`src/rtl/rv32i_types_pkg.sv`:
```
// -----------------------------------------------------------------------------
// rv32i_types_pkg
// Shared types and constants for the RV32I pipelined core.
//   XLEN          : architectural register / address width
//   NOP_INSTR     : canonical no-op (addi x0, x0, 0), shown to decode when idle
//   fetch_entry_t : one buffered fetch result {instruction word, its address}
// -----------------------------------------------------------------------------
package rv32i_types_pkg;

    localparam int XLEN = 32;

    localparam logic [XLEN-1:0] NOP_INSTR = 32'h0000_0013;

    typedef struct packed {
        logic [XLEN-1:0] instr;
        logic [XLEN-1:0] pc;
    } fetch_entry_t;

endpackage : rv32i_types_pkg

```
`src/rtl/fetch_fifo.sv`:
```
// -----------------------------------------------------------------------------
// fetch_fifo
// Synchronous FIFO of fetch_entry_t with single-cycle flush. It sits between
// instruction memory and decode. The head entry is read combinationally.
// Ports:
//   clk, async_rst : clock (rising edge), asynchronous active-high reset
//   push_i         : write push_data_i (ignored when full and not popping)
//   push_data_i    : entry to write
//   pop_i          : remove the head entry (ignored when empty)
//   flush_i        : discard every entry; overrides push and pop
//   full_o/empty_o : occupancy flags
//   count_o        : number of stored entries
//   head_o         : oldest entry (undefined contents when empty)
// DEPTH must be a power of two and at least 2 so the pointers wrap naturally.
// -----------------------------------------------------------------------------
module fetch_fifo
    import rv32i_types_pkg::*;
#(
    parameter  int DEPTH = 2,
    localparam int PTR_W = $clog2(DEPTH),
    localparam int CNT_W = $clog2(DEPTH + 1)
) (
    input  logic             clk,
    input  logic             async_rst,
    input  logic             push_i,
    input  fetch_entry_t     push_data_i,
    input  logic             pop_i,
    input  logic             flush_i,
    output logic             full_o,
    output logic             empty_o,
    output logic [CNT_W-1:0] count_o,
    output fetch_entry_t     head_o
);

    fetch_entry_t     mem_q [DEPTH];
    logic [PTR_W-1:0] wr_ptr_q;
    logic [PTR_W-1:0] rd_ptr_q;
    logic [CNT_W-1:0] count_q;
    logic             do_push;
    logic             do_pop;

    assign empty_o = (count_q == '0);
    assign full_o  = (count_q == CNT_W'(DEPTH));
    assign count_o = count_q;
    assign head_o  = mem_q[rd_ptr_q];

    // Writing while full is legal only when the head leaves in the same cycle.
    assign do_pop  = pop_i && !empty_o && !flush_i;
    assign do_push = push_i && !flush_i && (!full_o || pop_i);

    // NOTE: state registers use non-blocking assignments so every flop samples
    // pre-edge values regardless of process evaluation order.
    always_ff @(posedge clk or posedge async_rst) begin
        if (async_rst) begin
            wr_ptr_q <= '0;
            rd_ptr_q <= '0;
            count_q  <= '0;
        end else if (flush_i) begin
            wr_ptr_q <= '0;
            rd_ptr_q <= '0;
            count_q  <= '0;
        end else begin
            if (do_push) begin
                wr_ptr_q <= wr_ptr_q + PTR_W'(1);
            end
            if (do_pop) begin
                rd_ptr_q <= rd_ptr_q + PTR_W'(1);
            end
            count_q <= count_q + CNT_W'(do_push) - CNT_W'(do_pop);
        end
    end

    // NOTE: the storage array is deliberately not reset; count_q alone decides
    // which slots are meaningful, and leaving the RAM unreset keeps it mappable
    // to plain flops or RAM without a reset tree.
    always_ff @(posedge clk) begin
        if (do_push) begin
            mem_q[wr_ptr_q] <= push_data_i;
        end
    end

endmodule : fetch_fifo

```
`src/rtl/fetch_stage.sv`:
```
// -----------------------------------------------------------------------------
// fetch_stage
// Instruction-fetch stage of the RV32I pipeline. Owns the architectural fetch
// PC, issues word requests to instruction memory, buffers in-order responses
// in a small FIFO and hands them to decode with a valid/ready handshake.
// Redirects from execute flush the buffer and discard stale responses.
// Ports:
//   clk, async_rst   : clock (rising edge), asynchronous active-high reset
//   imem_req_valid   : request valid (credit limited, withdrawn on redirect)
//   imem_req_ready   : memory accepts the request
//   imem_req_addr    : word-aligned fetch address
//   imem_rsp_valid   : in-order response, cannot be back-pressured
//   imem_rsp_data    : fetched instruction word
//   redirect_valid   : flush and restart fetch at redirect_addr
//   redirect_addr    : new PC, bits [1:0] forced to zero
//   decode_ready     : decode accepts the presented instruction
//   instr_valid_F    : instruction_F / PC_F valid
//   instruction_F    : FIFO head, NOP_INSTR when empty
//   PC_F             : address of instruction_F, 0 when empty
//   PC_plus4_F       : PC_F + 4 (wraps)
// DATA_WIDTH must equal rv32i_types_pkg::XLEN because fetch_entry_t is fixed.
// -----------------------------------------------------------------------------
module fetch_stage
    import rv32i_types_pkg::fetch_entry_t;
#(
    parameter int                    DATA_WIDTH = 32,
    parameter logic [DATA_WIDTH-1:0] RESET_PC   = 32'h0000_0000,
    parameter int                    FIFO_DEPTH = 2,
    parameter logic [DATA_WIDTH-1:0] NOP_INSTR  = rv32i_types_pkg::NOP_INSTR
) (
    input  logic                  clk,
    input  logic                  async_rst,
    output logic                  imem_req_valid,
    input  logic                  imem_req_ready,
    output logic [DATA_WIDTH-1:0] imem_req_addr,
    input  logic                  imem_rsp_valid,
    input  logic [DATA_WIDTH-1:0] imem_rsp_data,
    input  logic                  redirect_valid,
    input  logic [DATA_WIDTH-1:0] redirect_addr,
    input  logic                  decode_ready,
    output logic                  instr_valid_F,
    output logic [DATA_WIDTH-1:0] instruction_F,
    output logic [DATA_WIDTH-1:0] PC_F,
    output logic [DATA_WIDTH-1:0] PC_plus4_F
);

    localparam int                    CNT_W      = $clog2(FIFO_DEPTH + 1);
    localparam logic [CNT_W:0]        DEPTH_C    = (CNT_W + 1)'(FIFO_DEPTH);
    localparam logic [DATA_WIDTH-1:0] WORD_BYTES = DATA_WIDTH'(4);
    localparam logic [DATA_WIDTH-1:0] ALIGN_MASK = ~DATA_WIDTH'(3);

    logic [DATA_WIDTH-1:0] fetch_pc_q, fetch_pc_d;
    logic [DATA_WIDTH-1:0] resp_pc_q,  resp_pc_d;
    logic [CNT_W-1:0]      inflight_q, inflight_d;
    logic [CNT_W-1:0]      drop_cnt_q, drop_cnt_d;

    logic [DATA_WIDTH-1:0] redirect_pc;
    logic [CNT_W:0]        credits_used;
    logic                  req_fire;
    logic                  rsp_drop;
    logic                  fifo_push;
    logic                  fifo_pop;
    logic                  fifo_full;
    logic                  fifo_empty;
    logic [CNT_W-1:0]      fifo_count;
    fetch_entry_t          fifo_head;
    fetch_entry_t          push_entry;

    assign redirect_pc = redirect_addr & ALIGN_MASK;

    // Credits cover both outstanding requests and buffered entries, so every
    // response that is not dropped is guaranteed a free FIFO slot.
    assign credits_used   = {1'b0, inflight_q} + {1'b0, fifo_count};
    assign imem_req_valid = !async_rst && !redirect_valid && (credits_used < DEPTH_C);
    assign imem_req_addr  = fetch_pc_q;
    assign req_fire       = imem_req_valid && imem_req_ready;

    // A response landing in the redirect cycle is stale by definition.
    assign rsp_drop   = redirect_valid || (drop_cnt_q != '0);
    assign fifo_push  = imem_rsp_valid && !rsp_drop;
    assign fifo_pop   = !fifo_empty && decode_ready && !redirect_valid;
    assign push_entry = '{instr: imem_rsp_data, pc: resp_pc_q};

    always_comb begin
        // NOTE: each target is given its hold value first, so no branch can
        // leave it unassigned and infer a latch.
        fetch_pc_d = fetch_pc_q;
        resp_pc_d  = resp_pc_q;
        drop_cnt_d = drop_cnt_q;
        inflight_d = inflight_q + CNT_W'(req_fire) - CNT_W'(imem_rsp_valid);

        if (redirect_valid) begin
            fetch_pc_d = redirect_pc;
            resp_pc_d  = redirect_pc;
            // Everything still outstanding after this cycle belongs to the old path.
            drop_cnt_d = inflight_q - CNT_W'(imem_rsp_valid);
        end else begin
            if (req_fire) begin
                fetch_pc_d = fetch_pc_q + WORD_BYTES;
            end
            if (fifo_push) begin
                resp_pc_d = resp_pc_q + WORD_BYTES;
            end
            if (imem_rsp_valid && (drop_cnt_q != '0)) begin
                drop_cnt_d = drop_cnt_q - CNT_W'(1);
            end
        end
    end

    always_ff @(posedge clk or posedge async_rst) begin
        if (async_rst) begin
            fetch_pc_q <= RESET_PC;
            resp_pc_q  <= RESET_PC;
            inflight_q <= '0;
            drop_cnt_q <= '0;
        end else begin
            fetch_pc_q <= fetch_pc_d;
            resp_pc_q  <= resp_pc_d;
            inflight_q <= inflight_d;
            drop_cnt_q <= drop_cnt_d;
        end
    end

    fetch_fifo #(
        .DEPTH (FIFO_DEPTH)
    ) u_fifo (
        .clk         (clk),
        .async_rst   (async_rst),
        .push_i      (fifo_push),
        .push_data_i (push_entry),
        .pop_i       (fifo_pop),
        .flush_i     (redirect_valid),
        .full_o      (fifo_full),
        .empty_o     (fifo_empty),
        .count_o     (fifo_count),
        .head_o      (fifo_head)
    );

    assign instr_valid_F = !fifo_empty;
    assign instruction_F = fifo_empty ? NOP_INSTR : fifo_head.instr;
    assign PC_F          = fifo_empty ? '0 : fifo_head.pc;
    assign PC_plus4_F    = PC_F + WORD_BYTES;

    // Structural invariants of the credit scheme.
    a_drop_le_inflight : assert property (@(posedge clk) disable iff (async_rst)
        drop_cnt_q <= inflight_q);

    a_fifo_no_overflow : assert property (@(posedge clk) disable iff (async_rst)
        !(fifo_push && fifo_full && !fifo_pop));

    a_inflight_no_overflow : assert property (@(posedge clk) disable iff (async_rst)
        !(req_fire && !imem_rsp_valid && (inflight_q == CNT_W'(FIFO_DEPTH))));

    a_no_unexpected_rsp : assert property (@(posedge clk) disable iff (async_rst)
        !(imem_rsp_valid && (inflight_q == '0)));

endmodule : fetch_stage

```
`config.mk`:
```
export PLATFORM = sky130hd
export DESIGN_NAME = fetch_stage
export DESIGN_NICKNAME = d
export VERILOG_FILES = /design/src/rtl/rv32i_types_pkg.sv /design/src/rtl/fetch_fifo.sv /design/src/rtl/fetch_stage.sv
export SDC_FILE = /design/constraint.sdc
export NUM_CORES = 1
export LEC_CHECK = 0
export ABC_CLOCK_PERIOD_IN_PS = 8119
export CAP_MARGIN = 10
export CORE_MARGIN = 5
export CORE_UTILIZATION = 55
export CTS_CLUSTER_SIZE = 20
export DETAILED_ROUTE_END_ITERATION = 12
export DONT_BUFFER_PORTS = 1
export PLACE_DENSITY = 0.67
export REMOVE_ABC_BUFFERS = 1
export SETUP_SLACK_MARGIN = 0.02
export SLEW_MARGIN = 25
export SYNTH_ARGS = -nofsm -noshare
export SYNTH_HDL_FRONTEND = slang
export SYNTH_HIERARCHICAL = 1
export SYNTH_SLANG_ARGS = --single-unit
```
`constraint.sdc`:
```
create_clock -name clk -period 8.12 [get_ports clk]
set_input_delay 2.03 -clock clk [delete_from_list [all_inputs] [get_ports clk]]
set_output_delay 2.03 -clock clk [all_outputs]
set_load 0.01 [all_outputs]
```
Word level (Yosys, flattened, before mapping)
Memory sizes are Yosys's and may differ from the RTL's.
Index checks and enable logic that the tools add are counted.
W data, S select, Z words.

cells by class
  mux-type cells = 15
  add/subtract/negate cells = 12
  reduce and logical (&&, ||, !) cells = 25
  magnitude comparators = 1
  eq/ne operators = 1

operator list
  kind                     count
  $mux W32                 6
  $add A32 B3 Y32 const B  3
  $reduce_bool A2 Y1       6
  $logic_and A1 B1 Y1      11
  $mux W1                  6
  $mux W2                  3
  $sub A2 B1 Y2            3
  $logic_not A1 Y1         5
  $add A2 B1 Y2            2
  $add A2 B2 Y3            1
  $lt A3 B2 Y1 const B     1
  $add A1 B1 Y1 const B    2
  $eq A2 B2 Y1 const B     1
  $logic_not A2 Y1         1
  $logic_or A1 B1 Y1       2
  $sub A2 B1 Y2 const B    1

word-level totals
  memories = 1
  memory bits (writable) = 128
  bits of input ports = 70
  word-level logic and storage cells = 62
  output and inout port bits = 130
  register bits after elaboration = 72

memories
  memory        depth  width  read ports  clocked after memory_dff  wr ports  RTL line          text
  u_fifo.mem_q  2      64     1           0                         1         fetch_fifo.sv:35  fetch_entry_t mem_q [DEPTH];

Depth between registers and ports, before layout
  depth after elaboration = 9
  mapped depth = 11
  gate-level depth less buffers = 10

Hierarchy
The synthesis kept the hierarchy.

modules (own cells, without submodules)
  module       times used  area an instance (um^2)  cells each  sequential area each (um^2)
  fetch_fifo   1           4,835.9                  224         3,943.8
  fetch_stage  1           4,743.3                  578         1,601.5

Least setup slack after synthesis
OpenSTA, ideal clock, no wires.

  path type = input-to-reg
  start = input redirect_valid
  end = memory u_fifo/mem_q[0][0] (netlist name) (enable)
  stages = 7
  arrival time = 5.729 ns
  setup time = 0.487 ns
  required time = 7.633 ns
  setup slack = 1.904 ns
  path buffers = 2
  cells stage by stage = buf_2 -> clkinv_1 -> clkbuf_1 -> and3_1 -> or3b_1 -> nand3b_1 -> nor2_1

between the ends
  elaborated cells on any way between the ends = 10
  classes of those cells = 2 x mux; 8 x reduce/logical

RTL lines
  item                           RTL line           text
  start: declaration             fetch_stage.sv:38  input logic redirect_valid,
  $logic_not A1 Y1               fetch_stage.sv:81  assign fifo_pop = !fifo_empty && decode_ready && !redirect_valid;
  $logic_and A1 B1 Y1            fetch_stage.sv:81
  net fifo_pop                   fetch_stage.sv:62  logic fifo_pop;
  $logic_or A1 B1 Y1             fetch_fifo.sv:49   assign do_push = push_i && !flush_i && (!full_o || pop_i);
  $logic_and A1 B1 Y1            fetch_fifo.sv:49
  $mux W1                        fetch_fifo.sv:77   if (do_push) begin
  $mux W1 (not written as such)  fetch_fifo.sv:78   mem_q[wr_ptr_q] <= push_data_i;
  end: declaration               fetch_fifo.sv:35

The timed path passes the listed nets, and every way through them passes these cells.

==> run metrics <==
post-cts hold buffer count=0; worst path buffer plus inverter count=0; clock root buffer=clkbuf_16; gr ovfl total=0; CORE AREA=around 17000 um^2; Placed Instances=1005; outcome=completed; Sw Share=27.6%; net switching power=0.637 mW; WHS=510 ps; Worst Max-Slew Pin Slew=868 ps; post-route ant nets=0; post-CTS setup buffers=0; post-cts repair resize count=0; DRC=0; post-layout minimum cycle time=6030 ps; post-route insts no fill=slightly above 1000; Vias/cell=5.99; DIE HEIGHT=142 um; yosys warns=6; Mapped Cells=801; worst min-delay path startpoint=resp_pc_q[31]$_DFFE_PP0N_; Comb pwr share=11.0%; pwr dens=223 nW/um^2; Max Cap Viol=0; final setup TNS=0 ps; DRT Wirelength=approximately 22000 um; final setup vio count=0; P&R area growth vs syn=8.47%; Post-Route Skew=12.8 ps; CP delay by family, top=simple AND/OR/NAND/NOR gates; IO Pins=200; row cnt=48; Hold WC Path Type=flop to flop; Max VDD drop=0.000151 V; Worst EP arrival=4000 ps; Clk pwr share=36.0%; Routed WL per cell=21.0 um; startpoint types=flop; FMAX=0.166 GHz; clock buffer depth=2; DP HPWL=15100 um; synthesized cell area=9570 um^2; Critical Path RT=6090 ps; mean post-synth cell area=12.0 um^2; Critical Path, Cell by Cell=mux2_2, nor2b_1, ha_1, nand3_1, nor3_2, nand4_1, nor4_1, xor2_1; Horiz. Die Dim=142 um; pin count of the biggest net entering global routing=70; CTS tree=done; internal power=1.67 mW; RSZ-0062 raised after global routing=no; R2R setup slack=approximately 5000 ps; clk_lat worst skew=430 ps; FF-to-FF End=imem_req_addr[21]$_DFFE_PP0P_; final slew viol count=0; antenna violations before repair=0; htree depth=4; crit-path max FO=36; hold depth=0; fin crit share=74.3%; P_leak=3.69 nW; share of layout cells above drive strength 1=around 16%; crit-path max cell delay=890 ps; Reg clk slew, reported paths=70 ps; Seq pwr share=between 50% and 60%; Slew headroom=42.2%; CTS Buf Count=17; number of nets in the layout=between 800 and 900; Initial DRC Count=between 200 and 300; vias in the first global route=between 6000 and 7000; routed vias=6213; clk sink count=approximately 200; PortBufs=0; worst r2r src=u_fifo/count_o[0]$_DFF_PP0_; total die area=between 20000 and 25000 um^2; final hold violations=0; CP Class=flop to output pin; CP max stage cell=dfrtp_2; global-route wire length before repair=approximately 34000 um; Starting Density=55.7%; Worst R2R Path Depth=9; Crit. End Element=output pin; drt pass-1 iters=6; antenna fix cells=0; gpl congestion=between 0.9 and 1; GRT Util Overall=21.6%; Hold Path End=u_fifo/mem_q[1][31]$_DFFE_PP_
[layout by cell type (no fill, tap or decap), types with 3 or more instances in the layout]
cell,count
inv_8,3
nand2_1,78
xnor2_1,30
nand2b_1,3
clkinv_4,3
and2_1,4
and3_1,14
a21oi_1,8
or2_2,5
mux2_2,68
nand3b_1,4
nor2_1,36
nor4_4,4
inv_6,5
edfxtp_1,128
mux2i_1,3
nor2_4,3
nand4_1,25
inv_1,20
nand3_1,41
o21ai_1,5
xor2_1,33
or3_1,3
conb_1,6
clkbuf_16,17
nor4_1,8
nor2b_1,57
ha_1,9
a31oi_1,5
buf_4,8
o211ai_1,10
and4_1,3
o311ai_0,14
dfrtp_1,67
nor3_1,9
o21ai_0,41
[cell type report]
type	count	area (um^2)
clock buffer	17	425
fill	1390	6790
inverter	22	82.6
clock inverter	15	165
multi-input combinational	554	3820
timing repair buffer	8	60.1
tap	225	282
sequential	196	5550
[how the worst max path moves through the flow]
stage | start | endpoint | slack (ps) | cells past startpoint
after floorplan | u_fifo/count_o[1]$_DFF_PP0_ | PC_plus4_F[26] | 1790 | 10
after global placement | u_fifo/rd_ptr_q$_DFFE_PP0P_ | PC_plus4_F[28] | 2540 | 8
after detailed placement | u_fifo/rd_ptr_q$_DFFE_PP0P_ | PC_plus4_F[28] | 2440 | 8
after CTS | u_fifo/rd_ptr_q$_DFFE_PP0P_ | PC_plus4_F[28] | 1980 | 8
after global routing | u_fifo/rd_ptr_q$_DFFE_PP0P_ | PC_plus4_F[28] | 1770 | 8
final | u_fifo/rd_ptr_q$_DFFE_PP0P_ | PC_plus4_F[28] | 2090 | 8
[state kept, by name, summed over array words and instances (netlist names)]
register         cells
imem_req_addr       30
resp_pc_q           30
u_fifo/wr_ptr_q      1
inflight_q           2
drop_cnt_q           2
u_fifo/rd_ptr_q      1
u_fifo/count_o       2
u_fifo/mem_q       128
[metrics by stage]
stage	total power [mW]	setup WS [ps]	utilization, %	instance area [um^2]
2_1_floorplan	1.42	1790	-	9430
3_3_place_gp	1.49	2540	57.0	9790
3_5_place_dp	1.50	2440	57.0	9790
4_1_cts	2.33	1980	60.5	10400
5_1_grt	2.41	1770	60.5	10400
6_report	2.31	2090	60.5	10400
[routing by layer]
layer | GRT usage (%) | wire length [um]
met1 | 29.5 | 9200
met2 | 33.2 | 10000
met3 | 6.89 | 2200
met4 | 7.07 | 407
met5 | 0 | 0
[power by group through the flow]
| stage | sequential [mW] | clock (mW) | combinational (mW) |
|---|---|---|---|
| after floorplan | 1.22 | 0 | 0.196 |
| after global placement | 1.24 | 0 | 0.247 |
| after detailed placement | 1.25 | 0 | 0.253 |
| after CTS | 1.22 | 0.848 | 0.257 |
| after global routing | 1.24 | 0.889 | 0.285 |
| final | 1.23 | 0.832 | 0.253 |
Power figures use the tool's default switching activity.
